`src/rtl/byte_fetch_unit.sv`:
```
// Y86-64 fetch engine: walks byte-wide instruction memory one byte per cycle
// and assembles icode/ifun/rA/rB/valC/valP for decode.
module byte_fetch_unit #(
  parameter int MEM_DEPTH = 128
) (
  input  logic        clk,
  input  logic        rst_n,
  input  logic        start,
  input  logic [63:0] pcIn,
  output logic [63:0] memAddr,
  input  logic [7:0]  memByte,
  output logic        busy,
  output logic        valid,
  output logic [3:0]  icode,
  output logic [3:0]  ifun,
  output logic [3:0]  rA,
  output logic [3:0]  rB,
  output logic [63:0] valC,
  output logic [63:0] valP,
  output logic        instrValid,
  output logic        imemError
);

  typedef enum logic [2:0] {
    IDLE, OPC, REG, CONST, DONE
  } state_t;

  state_t      state;
  logic [63:0] base;
  logic [3:0]  offset;
  logic [2:0]  cidx;
  logic [3:0]  len;
  logic        has_const;

  logic [3:0]  op;
  logic [3:0]  op_len;
  logic        op_reg;
  logic        op_const;
  logic        addr_bad;

  assign memAddr  = base + 64'(offset);
  assign addr_bad = memAddr >= 64'(MEM_DEPTH);
  assign op       = memByte[7:4];

  always_comb begin
    op_len   = 4'd1;
    op_reg   = 1'b0;
    op_const = 1'b0;
    unique case (1'b1)
      (op == 4'h2) || (op == 4'h6) ||
      (op == 4'hA) || (op == 4'hB): begin
        op_len = 4'd2;
        op_reg = 1'b1;
      end
      (op == 4'h7) || (op == 4'h8): begin
        op_len   = 4'd9;
        op_const = 1'b1;
      end
      (op == 4'h3) || (op == 4'h4) ||
      (op == 4'h5): begin
        op_len   = 4'd10;
        op_reg   = 1'b1;
        op_const = 1'b1;
      end
      default: ;
    endcase
  end

  always_ff @(posedge clk or negedge rst_n) begin
    if (!rst_n) begin
      state      <= IDLE;
      base       <= '0;
      offset     <= '0;
      cidx       <= '0;
      len        <= '0;
      has_const  <= 1'b0;
      busy       <= 1'b0;
      valid      <= 1'b0;
      icode      <= '0;
      ifun       <= '0;
      rA         <= 4'hF;
      rB         <= 4'hF;
      valC       <= '0;
      valP       <= '0;
      instrValid <= 1'b0;
      imemError  <= 1'b0;
    end else begin
      valid <= 1'b0;
      unique case (state)
        IDLE: begin
          if (start) begin
            state      <= OPC;
            base       <= pcIn;
            offset     <= '0;
            cidx       <= '0;
            busy       <= 1'b1;
            icode      <= '0;
            ifun       <= '0;
            rA         <= 4'hF;
            rB         <= 4'hF;
            valC       <= '0;
            instrValid <= 1'b0;
            imemError  <= 1'b0;
          end
        end
        OPC: begin
          if (addr_bad) begin
            state     <= DONE;
            busy      <= 1'b0;
            valid     <= 1'b1;
            valP      <= base;
            imemError <= 1'b1;
            offset    <= '0;
          end else begin
            icode      <= memByte[7:4];
            ifun       <= memByte[3:0];
            instrValid <= memByte[7:4] <= 4'hB;
            len        <= op_len;
            has_const  <= op_const;
            offset     <= offset + 4'd1;
            if (op_reg) begin
              state <= REG;
            end else if (op_const) begin
              state <= CONST;
            end else begin
              state  <= DONE;
              busy   <= 1'b0;
              valid  <= 1'b1;
              valP   <= base + 64'(op_len);
              offset <= '0;
            end
          end
        end
        REG: begin
          if (addr_bad) begin
            state     <= DONE;
            busy      <= 1'b0;
            valid     <= 1'b1;
            valP      <= base;
            imemError <= 1'b1;
            offset    <= '0;
          end else begin
            rA     <= memByte[7:4];
            rB     <= memByte[3:0];
            offset <= offset + 4'd1;
            if (has_const) begin
              state <= CONST;
            end else begin
              state  <= DONE;
              busy   <= 1'b0;
              valid  <= 1'b1;
              valP   <= base + 64'(len);
              offset <= '0;
            end
          end
        end
        CONST: begin
          if (addr_bad) begin
            state     <= DONE;
            busy      <= 1'b0;
            valid     <= 1'b1;
            valP      <= base;
            imemError <= 1'b1;
            offset    <= '0;
          end else begin
            // little-endian: constant byte k lands in valC[8k+7:8k]
            valC[{cidx, 3'b000} +: 8] <= memByte;
            offset <= offset + 4'd1;
            cidx   <= cidx + 3'd1;
            if (cidx == 3'd7) begin
              state  <= DONE;
              busy   <= 1'b0;
              valid  <= 1'b1;
              valP   <= base + 64'(len);
              offset <= '0;
            end
          end
        end
        DONE: begin
          state <= IDLE;
        end
        default: begin
          state <= IDLE;
        end
      endcase
    end
  end

endmodule

```
`config.mk`:
```
export PLATFORM = sky130hd
export DESIGN_NAME = byte_fetch_unit
export DESIGN_NICKNAME = d
export VERILOG_FILES = /design/src/rtl/byte_fetch_unit.sv
export SDC_FILE = /design/constraint.sdc
export NUM_CORES = 1
export LEC_CHECK = 0
export CAP_MARGIN = 15
export CORE_UTILIZATION = 45
export DETAILED_ROUTE_END_ITERATION = 8
export GPL_ROUTABILITY_DRIVEN = 0
export PLACE_DENSITY = 0.77
export SLEW_MARGIN = 25
export SYNTH_ARGS = -nofsm -noshare
export SYNTH_HDL_FRONTEND = slang
export SYNTH_SLANG_ARGS = --single-unit
export TNS_END_PERCENT = 30
```
`constraint.sdc`:
```
create_clock -name clk -period 3.7 [get_ports clk]
set_input_delay 0.74 -clock clk [delete_from_list [all_inputs] [get_ports clk]]
set_output_delay 0.74 -clock clk [all_outputs]
set_load 0.01 [all_outputs]
```
==> results.toml <==
[run_status]
outcome = "finished, violations left"
violations = "negative setup slack"

[timing]
slew_headroom = 0.3099
final_hold_viol_count = 0
finalCritPeriodShare = 1.055
rsz0062_at_grt = "yes"
slew_violations = 0
fin_crit_ps = 3903
finalSetupViolations = 146
fin_ws_ps = -203.0
clock_skew_ps = 13.58
max_freq_mhz = 256.2
tightest_slew_ps = 1033

[yosys]
synthAdderAreaFrac = 0.02106
synthFlopType = "dfrtp_1"
netlist_area_mm2 = 0.01177
synth-compound-area-share = 0.1007
seq_area_frac_synth = 0.4815
async_flop_share = 1.000
synth_mux_area_frac = 0.07753
synth_top_family_by_area = "simple AND/OR/NAND/NOR gates"
syn-instance-count = 1235
yosysWarningCount = 0
synth_seq_cells = 226
synthXorXnorAreaFrac = 0.04764
synth_cell_types = 75
syn-num-nets = 1328
avgSynthCellArea_um2 = 9.526
yosys.area_share.simple = 0.2242
synth-edff-count = 0

[power_and_ir_drop]
p_switching_mw = 3.130
pwr-share-seq = 0.356
power_density_mw_per_mm2 = 521.6
clkPwrFrac = 0.287
swShare = 0.3304
peakVddDrop_mv = 0.3785
leakage_nw = 8.500
power_frac_comb = 0.357
power_mw = 9.473
intPower_mw = 6.343

[setup_path]
cp_max_fo = 5
crit_required_ps = 2960
crit_buf_inv = 4
max_stage_delay_ps = 530
crit_arrival_ps = 3160
cp_top_family = "buffers and inverters"
crit_chain = "ha_1, a21oi_2, o22ai_2, buf_6, buf_4, nand4_1, nor2_1, xor2_1, buf_4, clkdlybuf4s50_1"
cp_slowest_cell = "clkdlybuf4s50_1"
critPathKind = "register to output pin"
startpoint_type = "register"
cp_common_cell = "buf_4"
worst_setup_path_end_kind = "output pin"

[job]
drv_cap = 0

[global_routing]
antenna_found_initial = 1
top_usage_layer = "met2"
gr-usage-met2 = 0.5404
grt_util_met3 = 0.09394
overflow = 0
grt_pass1_wl_mm = 66.79
track_usage = 0.3241
grtUsageMet1 = 0.3886
grt_pass1_vias = 12050
grt_max_degree = 104

[final_layout]
syn_to_final_growth_pct = 54.35
drive_gt1_frac = 0.2373
fillers = 1830
fin_nets = 1782
design_area_mm2 = 0.01816

[drt]
first_iter_violations = 1035
vias = 11840
postRouteAntennaNets = 0
drcViolationCount = 0
drtPass1Iterations = 5
wl_per_cell_um = 21.33
vias_per_cell = 5.808
wl_mm = 43.48

[placed_design]
place_hpwl_mm = 29.68
place_area_mm2 = 0.01629
io_buffer_count = 286

[floorplan]
die_h_um = 163.7
rows = 58
die-area_mm2 = 0.02679
core_mm2 = 0.02540
die_w_um = 163.7
floorplan.initialDensity = 0.4632
ios = 287

[clocking]
cts_tree = "built"
clkLatencyLatePin_ps = 540
cts.sinks = 226
clk_pin_slew_ps = 60
cts_buffer_depth = 3
cts_hold_buf = 0
cts_buffers = 25
cts-root-buf = "clkbuf_16"
h-tree-depth = 1

[min_path]
hp-class = "input pin to asynchronous set/reset pin"
## layout make-up
| type | instances | area, µm² | area share |
|---|---|---|---|
| Clock buffer | 30 | 674.4 | 0.03714 |
| Inverter | 39 | 146.4 | 0.008061 |
| Antenna cell | 1 | 2.502 | 0.0001378 |
| Sequential cell | 226 | 5669 | 0.3122 |
| Multi-Input combinational cell | 886 | 6108 | 0.3364 |
| Clock inverter | 15 | 221.5 | 0.01220 |
| Timing Repair Buffer | 511 | 4925 | 0.2712 |
| Tap cell | 330 | 412.9 | 0.02274 |
## synth_stat cells (25+ instances only)
master,instances,share of area
nor2_1,59,0.019
mux2i_1,81,0.069
nand4_1,39,0.021
inv_1,33,0.011
dfrtp_1,218,0.46
a22o_1,61,0.045
clkbuf_1,51,0.016
xnor2_1,39,0.029
o21ai_0,28,0.012
nand3_1,31,0.013
nand2_1,302,0.096
xor2_1,25,0.019
nor3_1,29,0.012
## placed cells by master (no fill, tap or decap), types with 23 or more instances in the layout
master             n
inv_1             33
buf_4            194
nand3_1           27
xnor2_1           29
clkbuf_16         26
clkdlybuf4s50_1  240
mux2i_1           76
nand4_1           39
a22o_1            61
o21ai_0           23
nand2_1          300
nor2_1            54
dfrtp_1          215
## state kept, by name, summed over array words and instances (netlist names), 3 cells and up
| signal | flops |
|---|---|
| base | 64 |
| valC | 64 |
| valP | 64 |
| icode | 4 |
| ifun | 4 |
| offset | 4 |
| rA | 4 |
| rB | 4 |
| cidx | 3 |
| len | 3 |
| state | 3 |
## cells by family (layout without fill, tap and decap cells)
kind of cell / after synthesis / count (layout)
XOR/XNOR: 64 / 64
AO/OA/AOI/OAI: 155 / 155
other: 0 / 1
multiplexers: 90 / 90
AND/OR/NAND/NOR: 559 / 559
buffers and inverters: 123 / 595
adder cells (fa/ha/maj): 18 / 18
flip-flops: 226 / 226
## what timing repair did
action / in CTS / in global routing
cloned: 5 / 1
setup buffers: 27 / 4
hold endpoints to repair: 0 / 0
pin swaps: 96 / 16
resized for setup: 123 / 58
setup endpoints to repair: 212 / 194
## final timing paths
check                          start     endpoint  slack (ps)  cells after the start
min                            rst_n     valP[24]         240                      1
max                          base[1]  memAddr[43]        -200                     10
min in group clk                busy         busy         500                      1
max in group asynchronous      rst_n        rB[2]        2540                      2
max reg2reg                offset[0]     valC[37]        -190                     19
min reg2reg                     busy         busy         500                      1
## power by group through the flow
| stage | Combinational, mW | Sequential (mW) | Clock (mW) |
|---|---|---|---|
| after global routing | 3.60 | 3.42 | 2.84 |
| after CTS | 3.30 | 3.36 | 2.75 |
| after floorplan | 1.28 | 3.37 | 0 |
| final | 3.38 | 3.37 | 2.72 |
| after global placement | 3.10 | 3.37 | 0 |
| after detailed placement | 3.17 | 3.38 | 0 |
## metal layers
layer  share of wire  wire [µm]
met4           0.049       2133
met2            0.47      20560
met5               0          0
met1            0.37      16140
met3            0.11       4648
## per-stage QoR
stage / hold slack (ps) / cells / utilization / TNS [ps] / setup slack (ps)
after floorplan: 444.4 / 1235 / - / 0 / 16.27
after global placement: 483.6 / 1955 / 0.6412 / -44320 / -353.0
after detailed placement: 480.5 / 1955 / 0.6412 / -48320 / -404.7
after CTS: 276.7 / 2032 / 0.7066 / -6127 / -141.1
after global routing: 321.5 / 2037 / 0.7149 / -32440 / -306.9
final: 239.9 / 2038 / 0.7150 / -14830 / -203.0
(Power assumes the default switching activity.)
